==> src/rtl/mem_arb_pkg.sv <==
// Shared types for the unified-memory arbiter: FSM states, request sources
// and the registered memory-request bundle.
package mem_arb_pkg;

  // Field widths of the registered memory request; the arbiter's ADDR_W and
  // DATA_W parameters default to these and are expected to match them.
  localparam int unsigned ARB_ADDR_W = 32;
  localparam int unsigned ARB_DATA_W = 32;
  localparam int unsigned ARB_STRB_W = ARB_DATA_W / 8;

  typedef enum logic [1:0] {
    IDLE,
    BUSY_I,
    BUSY_D
  } state_t;

  typedef enum logic {
    SRC_IF,
    SRC_D
  } src_t;

  typedef struct packed {
    logic                  we;
    logic [ARB_ADDR_W-1:0] addr;
    logic [ARB_DATA_W-1:0] wdata;
    logic [ARB_STRB_W-1:0] wstrb;
  } mem_req_t;

endpackage

==> src/rtl/mem_arb_sel.sv <==
// Arbitration select for mem_arbiter: data side wins by default, fetch wins
// once it has been pending for MAX_WAIT cycles without a grant.
import mem_arb_pkg::*;

module mem_arb_sel #(
  parameter int unsigned MAX_WAIT = 4,
  localparam int unsigned CntW = $clog2(MAX_WAIT + 1)
) (
  input  logic            clk,
  input  logic            reset,
  input  logic            if_req,
  input  logic            d_req,
  input  logic            idle,
  input  logic            if_taken,
  output src_t            winner,
  output logic [CntW-1:0] wait_cnt
);

  localparam logic [CntW-1:0] MaxCnt = CntW'(MAX_WAIT);

  logic [CntW-1:0] wait_q, wait_d;

  // Starvation counter register.
  always_ff @(posedge clk or posedge reset) begin
    if (reset) begin
      wait_q <= '0;
    end else begin
      wait_q <= wait_d;
    end
  end

  // Count every cycle IF is pending but not granted (busy cycles included).
  always_comb begin
    wait_d = wait_q;
    if (if_taken) begin
      wait_d = '0;
    end else if (if_req && (wait_q != MaxCnt)) begin
      wait_d = wait_q + CntW'(1);
    end
  end

  // Winner: IF when it is alone or starved, otherwise D.
  always_comb begin
    winner = SRC_D;
    if (idle && if_req && (!d_req || (wait_q == MaxCnt))) begin
      winner = SRC_IF;
    end
  end

  assign wait_cnt = wait_q;

endmodule

==> src/rtl/mem_arbiter.sv <==
// Single-outstanding arbiter sharing one memory port between instruction
// fetch (IF) and data access (D). Optional watchdog abort is enabled by
// defining MEM_ARB_TIMEOUT_EN.
import mem_arb_pkg::*;

module mem_arbiter #(
  parameter int unsigned ADDR_W   = ARB_ADDR_W,
  parameter int unsigned DATA_W   = ARB_DATA_W,
  parameter int unsigned MAX_WAIT = 4
`ifdef MEM_ARB_TIMEOUT_EN
  ,
  parameter int unsigned TIMEOUT  = 64
`endif
) (
  input  logic                clk,
  input  logic                reset,
  input  logic                if_req,
  input  logic [ADDR_W-1:0]   if_addr,
  output logic                if_gnt,
  output logic                if_rvalid,
  output logic [DATA_W-1:0]   if_rdata,
  output logic                if_err,
  input  logic                d_req,
  input  logic                d_we,
  input  logic [ADDR_W-1:0]   d_addr,
  input  logic [DATA_W-1:0]   d_wdata,
  input  logic [DATA_W/8-1:0] d_wstrb,
  output logic                d_gnt,
  output logic                d_rvalid,
  output logic [DATA_W-1:0]   d_rdata,
  output logic                d_err,
  output logic                m_req,
  output logic                m_we,
  output logic [ADDR_W-1:0]   m_addr,
  output logic [DATA_W-1:0]   m_wdata,
  output logic [DATA_W/8-1:0] m_wstrb,
  input  logic                m_ack,
  input  logic [DATA_W-1:0]   m_rdata
);

  localparam int unsigned CntW = $clog2(MAX_WAIT + 1);

  state_t          state_q, state_d;
  mem_req_t        mreq_q, mreq_d;
  logic            if_rvalid_q, if_rvalid_d;
  logic            d_rvalid_q, d_rvalid_d;
  logic [DATA_W-1:0] if_rdata_q, if_rdata_d;
  logic [DATA_W-1:0] d_rdata_q, d_rdata_d;

  logic            idle, busy, done, abort, fin;
  src_t            winner;
  logic [CntW-1:0] wait_cnt;

  assign idle = (state_q == IDLE);
  assign busy = !idle;
  assign done = busy && m_ack;
  assign fin  = done || abort;

  mem_arb_sel #(
    .MAX_WAIT (MAX_WAIT)
  ) u_sel (
    .clk      (clk),
    .reset    (reset),
    .if_req   (if_req),
    .d_req    (d_req),
    .idle     (idle),
    .if_taken (if_gnt),
    .winner   (winner),
    .wait_cnt (wait_cnt)
  );

  // Grants are combinational and suppressed while reset is held.
  assign if_gnt = !reset && idle && if_req && (winner == SRC_IF);
  assign d_gnt  = !reset && idle && d_req && (winner == SRC_D);

`ifdef MEM_ARB_TIMEOUT_EN
  localparam int unsigned WdW = $clog2(TIMEOUT);

  logic [WdW-1:0] wd_q;
  logic           if_err_q, d_err_q;

  assign abort = busy && !m_ack && (wd_q == WdW'(TIMEOUT - 1));

  // Watchdog: counts busy cycles without m_ack, restarts on every new grant.
  always_ff @(posedge clk or posedge reset) begin
    if (reset) begin
      wd_q <= '0;
    end else if (!busy || fin) begin
      wd_q <= '0;
    end else begin
      wd_q <= wd_q + WdW'(1);
    end
  end

  // Error flags accompany the rvalid of an aborted transaction.
  always_ff @(posedge clk or posedge reset) begin
    if (reset) begin
      if_err_q <= 1'b0;
      d_err_q  <= 1'b0;
    end else begin
      if_err_q <= abort && (state_q == BUSY_I);
      d_err_q  <= abort && (state_q == BUSY_D);
    end
  end

  assign if_err = if_err_q;
  assign d_err  = d_err_q;
`else
  assign abort  = 1'b0;
  assign if_err = 1'b0;
  assign d_err  = 1'b0;
`endif

  // State, request and response registers.
  always_ff @(posedge clk or posedge reset) begin
    if (reset) begin
      state_q     <= IDLE;
      mreq_q      <= '0;
      if_rvalid_q <= 1'b0;
      d_rvalid_q  <= 1'b0;
      if_rdata_q  <= '0;
      d_rdata_q   <= '0;
    end else begin
      state_q     <= state_d;
      mreq_q      <= mreq_d;
      if_rvalid_q <= if_rvalid_d;
      d_rvalid_q  <= d_rvalid_d;
      if_rdata_q  <= if_rdata_d;
      d_rdata_q   <= d_rdata_d;
    end
  end

  // Next state: latch the granted request, retire on m_ack or abort.
  always_comb begin
    state_d     = state_q;
    mreq_d      = mreq_q;
    if_rvalid_d = 1'b0;
    d_rvalid_d  = 1'b0;
    if_rdata_d  = if_rdata_q;
    d_rdata_d   = d_rdata_q;
    case (state_q)
      IDLE: begin
        if (if_gnt) begin
          state_d      = BUSY_I;
          mreq_d.we    = 1'b0;
          mreq_d.addr  = if_addr;
          mreq_d.wdata = '0;
          mreq_d.wstrb = '0;
        end else if (d_gnt) begin
          state_d      = BUSY_D;
          mreq_d.we    = d_we;
          mreq_d.addr  = d_addr;
          mreq_d.wdata = d_wdata;
          mreq_d.wstrb = d_wstrb;
        end
      end
      BUSY_I: begin
        if (fin) begin
          state_d     = IDLE;
          if_rvalid_d = 1'b1;
          if_rdata_d  = abort ? '0 : m_rdata;
        end
      end
      BUSY_D: begin
        if (fin) begin
          state_d    = IDLE;
          d_rvalid_d = 1'b1;
          // Stores return zero data.
          d_rdata_d  = (abort || mreq_q.we) ? '0 : m_rdata;
        end
      end
      default: state_d = IDLE;
    endcase
  end

  assign m_req     = busy;
  assign m_we      = mreq_q.we;
  assign m_addr    = mreq_q.addr;
  assign m_wdata   = mreq_q.wdata;
  assign m_wstrb   = mreq_q.wstrb;
  assign if_rvalid = if_rvalid_q;
  assign d_rvalid  = d_rvalid_q;
  assign if_rdata  = if_rdata_q;
  assign d_rdata   = d_rdata_q;

  // Sanity: never two grants at once, counter never passes its ceiling.
  always @(posedge clk) begin
    if (!reset) begin
      assert (!(if_gnt && d_gnt));
      assert (wait_cnt <= CntW'(MAX_WAIT));
    end
  end

endmodule

==> config.mk <==
export PLATFORM = sky130hd
export DESIGN_NAME = mem_arbiter
export DESIGN_NICKNAME = d
export VERILOG_FILES = /design/src/rtl/mem_arb_pkg.sv /design/src/rtl/mem_arb_sel.sv /design/src/rtl/mem_arbiter.sv
export SDC_FILE = /design/constraint.sdc
export NUM_CORES = 1
export LEC_CHECK = 0
export BUFFER_PORTS_ARGS = -buffer_cell sky130_fd_sc_hd__clkbuf_2
export CORE_MARGIN = 2
export CORE_UTILIZATION = 42
export DETAILED_ROUTE_END_ITERATION = 6
export GPL_ROUTABILITY_DRIVEN = 0
export PLACE_DENSITY = 0.85
export SYNTH_ARGS = -nofsm -noshare
export SYNTH_HDL_FRONTEND = slang
export SYNTH_SLANG_ARGS = --single-unit
==> constraint.sdc <==
create_clock -name clk -period 4.2 [get_ports clk]
set_clock_uncertainty 0.15 [all_clocks]
set_input_delay 0.42 -clock clk [delete_from_list [all_inputs] [get_ports clk]]
set_output_delay 0.42 -clock clk [all_outputs]
set_load 0.02 [all_outputs]
==> results.md <==
- Critical path fanouts, max: 37
- Predominant post-synthesis flop cell: dfrtp_1
- Clock H-tree levels: 4
- EDFF count, synth: 0
- Average footprint of a synthesized cell: 11.18 sq um
- Fraction of synthesized cell area taken by the top area cell type: 61.70%
- Port buffer count: 275
- Antenna violations before repair: 0
- Horizontal extent of the die: 120.3 um
- Met3 usage: 7.311%
- Vias: 4772
- CTS sink cnt: 140
- Number of distinct library cells after synthesis: 28
- Met2 GRT Util: 34.91%
- Max Transition Viols Final: 0
- Design Power: 6.657 mW
- Worst path required time: 3.63 ns
- Library cell with the largest summed area after synthesis: dfrtp_1
- Register bit count reported by yosys: 140
- Min cycle time layout: 3.394 ns
- Critical Path Max Stage Delay: 0.61 ns
- Number of global-route vias before repair: 4708
- Highest-utilization routing layer at the global route stage: met2
- Setup repair after global routing missed its margin: no
- Post-DR wirelength/cell: 15.17 um
- Maximum vdd drop: 0.4513 mV
- DRT Pass-1 Iters: 4
- Worst Tran Pin Value: 1.160 ns
- Core area: 0.01324 sq mm
- Grt total ovfl: 0
- Max Cap Viol: 0
- Number of buffers added for setup after CTS: 0
- Initial core utilization: 42.88%
- Critical Path Start Type: register
- Final total negative setup slack: 0 ns
- Area added between synthesis and finish: 37.95%
- Startpoint-to-endpoint class of the critical path: reg2out
- Layout cell share with drive strength beyond 1: 44.66%
- Antenna cells: 0
- Area contributors post-synth: dfrtp_1, mux2_2, a22o_1
- Setup WS post-layout: 0.8059 ns
- CTS Hold Bufs: 0
- Type of element capturing the critical path: primary output
- Top Family by Delay on Critical Path: buffers and inverters
- Most common library cell in the layout ignoring fill and taps: clkbuf_2
- Number of cells produced by synthesis: 508
- Sequential-to-total area share from yosys stat: 61.70%
- Half-perimeter wire length after detailed placement: 10460 um
- Number of nets with antenna violations after routing: 0
- Endpoints failing hold: 0
- Post-Layout Cell Count: 962
- Number of ports placed on the die boundary: 278
- Clock latency at the later pin of the worst-skew pair: 0.42 ns
- Synth warn: 0
- Floorplan die height: 120.3 um
- Netlist Area Pre-Place: 0.005678 sq mm
- Arrival time reported for the critical path endpoint: 2.82 ns
- Final setup violation count: 0
- Remaining routing DRC violations: 0
- Vias per Instance: 4.960
- Pin count of the biggest net entering global routing: 66
- Commonest non-fill, non-tap cells in the layout: clkbuf_2, dfrtp_1, nand2_1
- Final period util: 80.81%
- Cells along the critical path: inv_1, ha_1, and2b_1, nand3_2, inv_4, clkbuf_2
- Root buffer cell: clkbuf_16
- Cts bufs inserted: 17
- Result of the run: completed
- All-layer global routing usage: 21.01%
- Worst min path class: in2async
- Share of flip-flops with an asynchronous set or reset: 100.0%
- Utilization of the core after routing: 59.15%
- CTS resizes: 0
- Clock Pin Slew Worst Setup and Hold Paths: 0.05 ns
- PwrDens: 849.9 mW/mm^2
- Total routed wirelength: 14590 um
- Met1 Track Usage GR: 25.92%
- Maximum number of buffers from clock root to sink: 2
- FP Rows: 42
- Headroom to the max-slew limit: 22.49%
- CTS tree: yes
- Leakage power total: 4.205 nW
- Cell at the slowest stage of the critical path: nand3_2
- Buffers plus inverters on the worst setup path: 3
- Pre-CTS WS: 1.206 ns
- Area of the die: 0.01446 sq mm
- Number of nets in the layout: 917
- Peak clock frequency supported by timing: 294.6 MHz
- Instance count after placement with tap cells included: 931
- 1st-iter DRT viols: 302
- Global-route wire length before repair: 23650 um
## per-stage QoR
step                      hold slack [ns]  instance area (sq um)
final                             0.01448                   7833
after detailed placement           0.3192                   7163
after global routing              0.04601                   7833
after global placement             0.3099                   7163
after floorplan                    0.3414                   5685
after CTS                         0.03957                   7833
## worst register-to-register path, cell delays in order (launching register included)
cell and delay [ns]:
dfrtp_1 0.39, inv_1 0.09, ha_1 0.20, and2b_1 0.25, nand3_2 0.61, inv_4 0.59
a21oi_1 0.17, a21oi_1 0.17
## logic make-up after synthesis
group | after synthesis | share of synthesized area, %
AOI/OAI and AO/OA | 142 | 15.43
muxes | 32 | 6.346
other | 1 | 0.06605
and+or+nand+nor | 142 | 11.22
buffers and inverters | 45 | 3.989
adders and majority gates | 5 | 1.102
xor gates and xnor gates | 1 | 0.1543
DFF | 140 | 61.70
## per-layer routing
| metal | vias up | part of all wire (%) |
|---|---|---|
| met5 | - | 0 |
| met1 | 2267 | 41 |
| met3 | 18 | 8.0 |
| li1 | 2262 | - |
| met4 | 0 | 1.3 |
| met2 | 225 | 50 |
## flip-flops by register name, summed over array words and instances (netlist names)
signal,flops
m_wdata,32
m_wstrb,4
state_q,2
d_rdata,32
d_rvalid,1
m_addr,32
u_sel.wait_cnt,3
if_rvalid,1
m_we,1
if_rdata,32
## area by class of cell
type                    count  area [sq um]
multi-input cells         324          1971
flip-flops and latches    140          3503
clock inverters            12         216.5
repair buffers            282          1429
clock buffers              19         452.9
well taps                 176         220.2
inverters                   9         40.04
fillers                  1121          5410
## synthesized netlist by cell type (5+ instances only)
cell      instances
buf_4             8
o21ai_0          33
a21oi_1          66
buf_2            14
nand2_1          70
ha_1              5
nand2b_1         33
a22o_1           39
dfrtp_1         140
clkbuf_1         12
inv_1             8
nor2_1           33
mux2_2           32
## report_power, final
group,internal (mW),switching [mW]
Sequential,1.98,0.397
Clock,1.14,0.549
Combinational,0.977,1.61
Total,4.10,2.56
## final timing paths
path                              from      endpoint  slack, ns  depth (start not counted)
max                         state_q[0]        if_gnt       0.81                          6
min                              reset    state_q[0]       0.01                          3
min in group clk            d_addr[29]    m_addr[29]       0.06                          3
max reg2reg                 state_q[0]     m_addr[3]       1.50                          7
min reg2reg                d_rdata[10]   d_rdata[10]       0.33                          2
max in group asynchronous        reset  if_rdata[25]       2.90                          4
No activity file was read; power rests on OpenSTA's default activity.
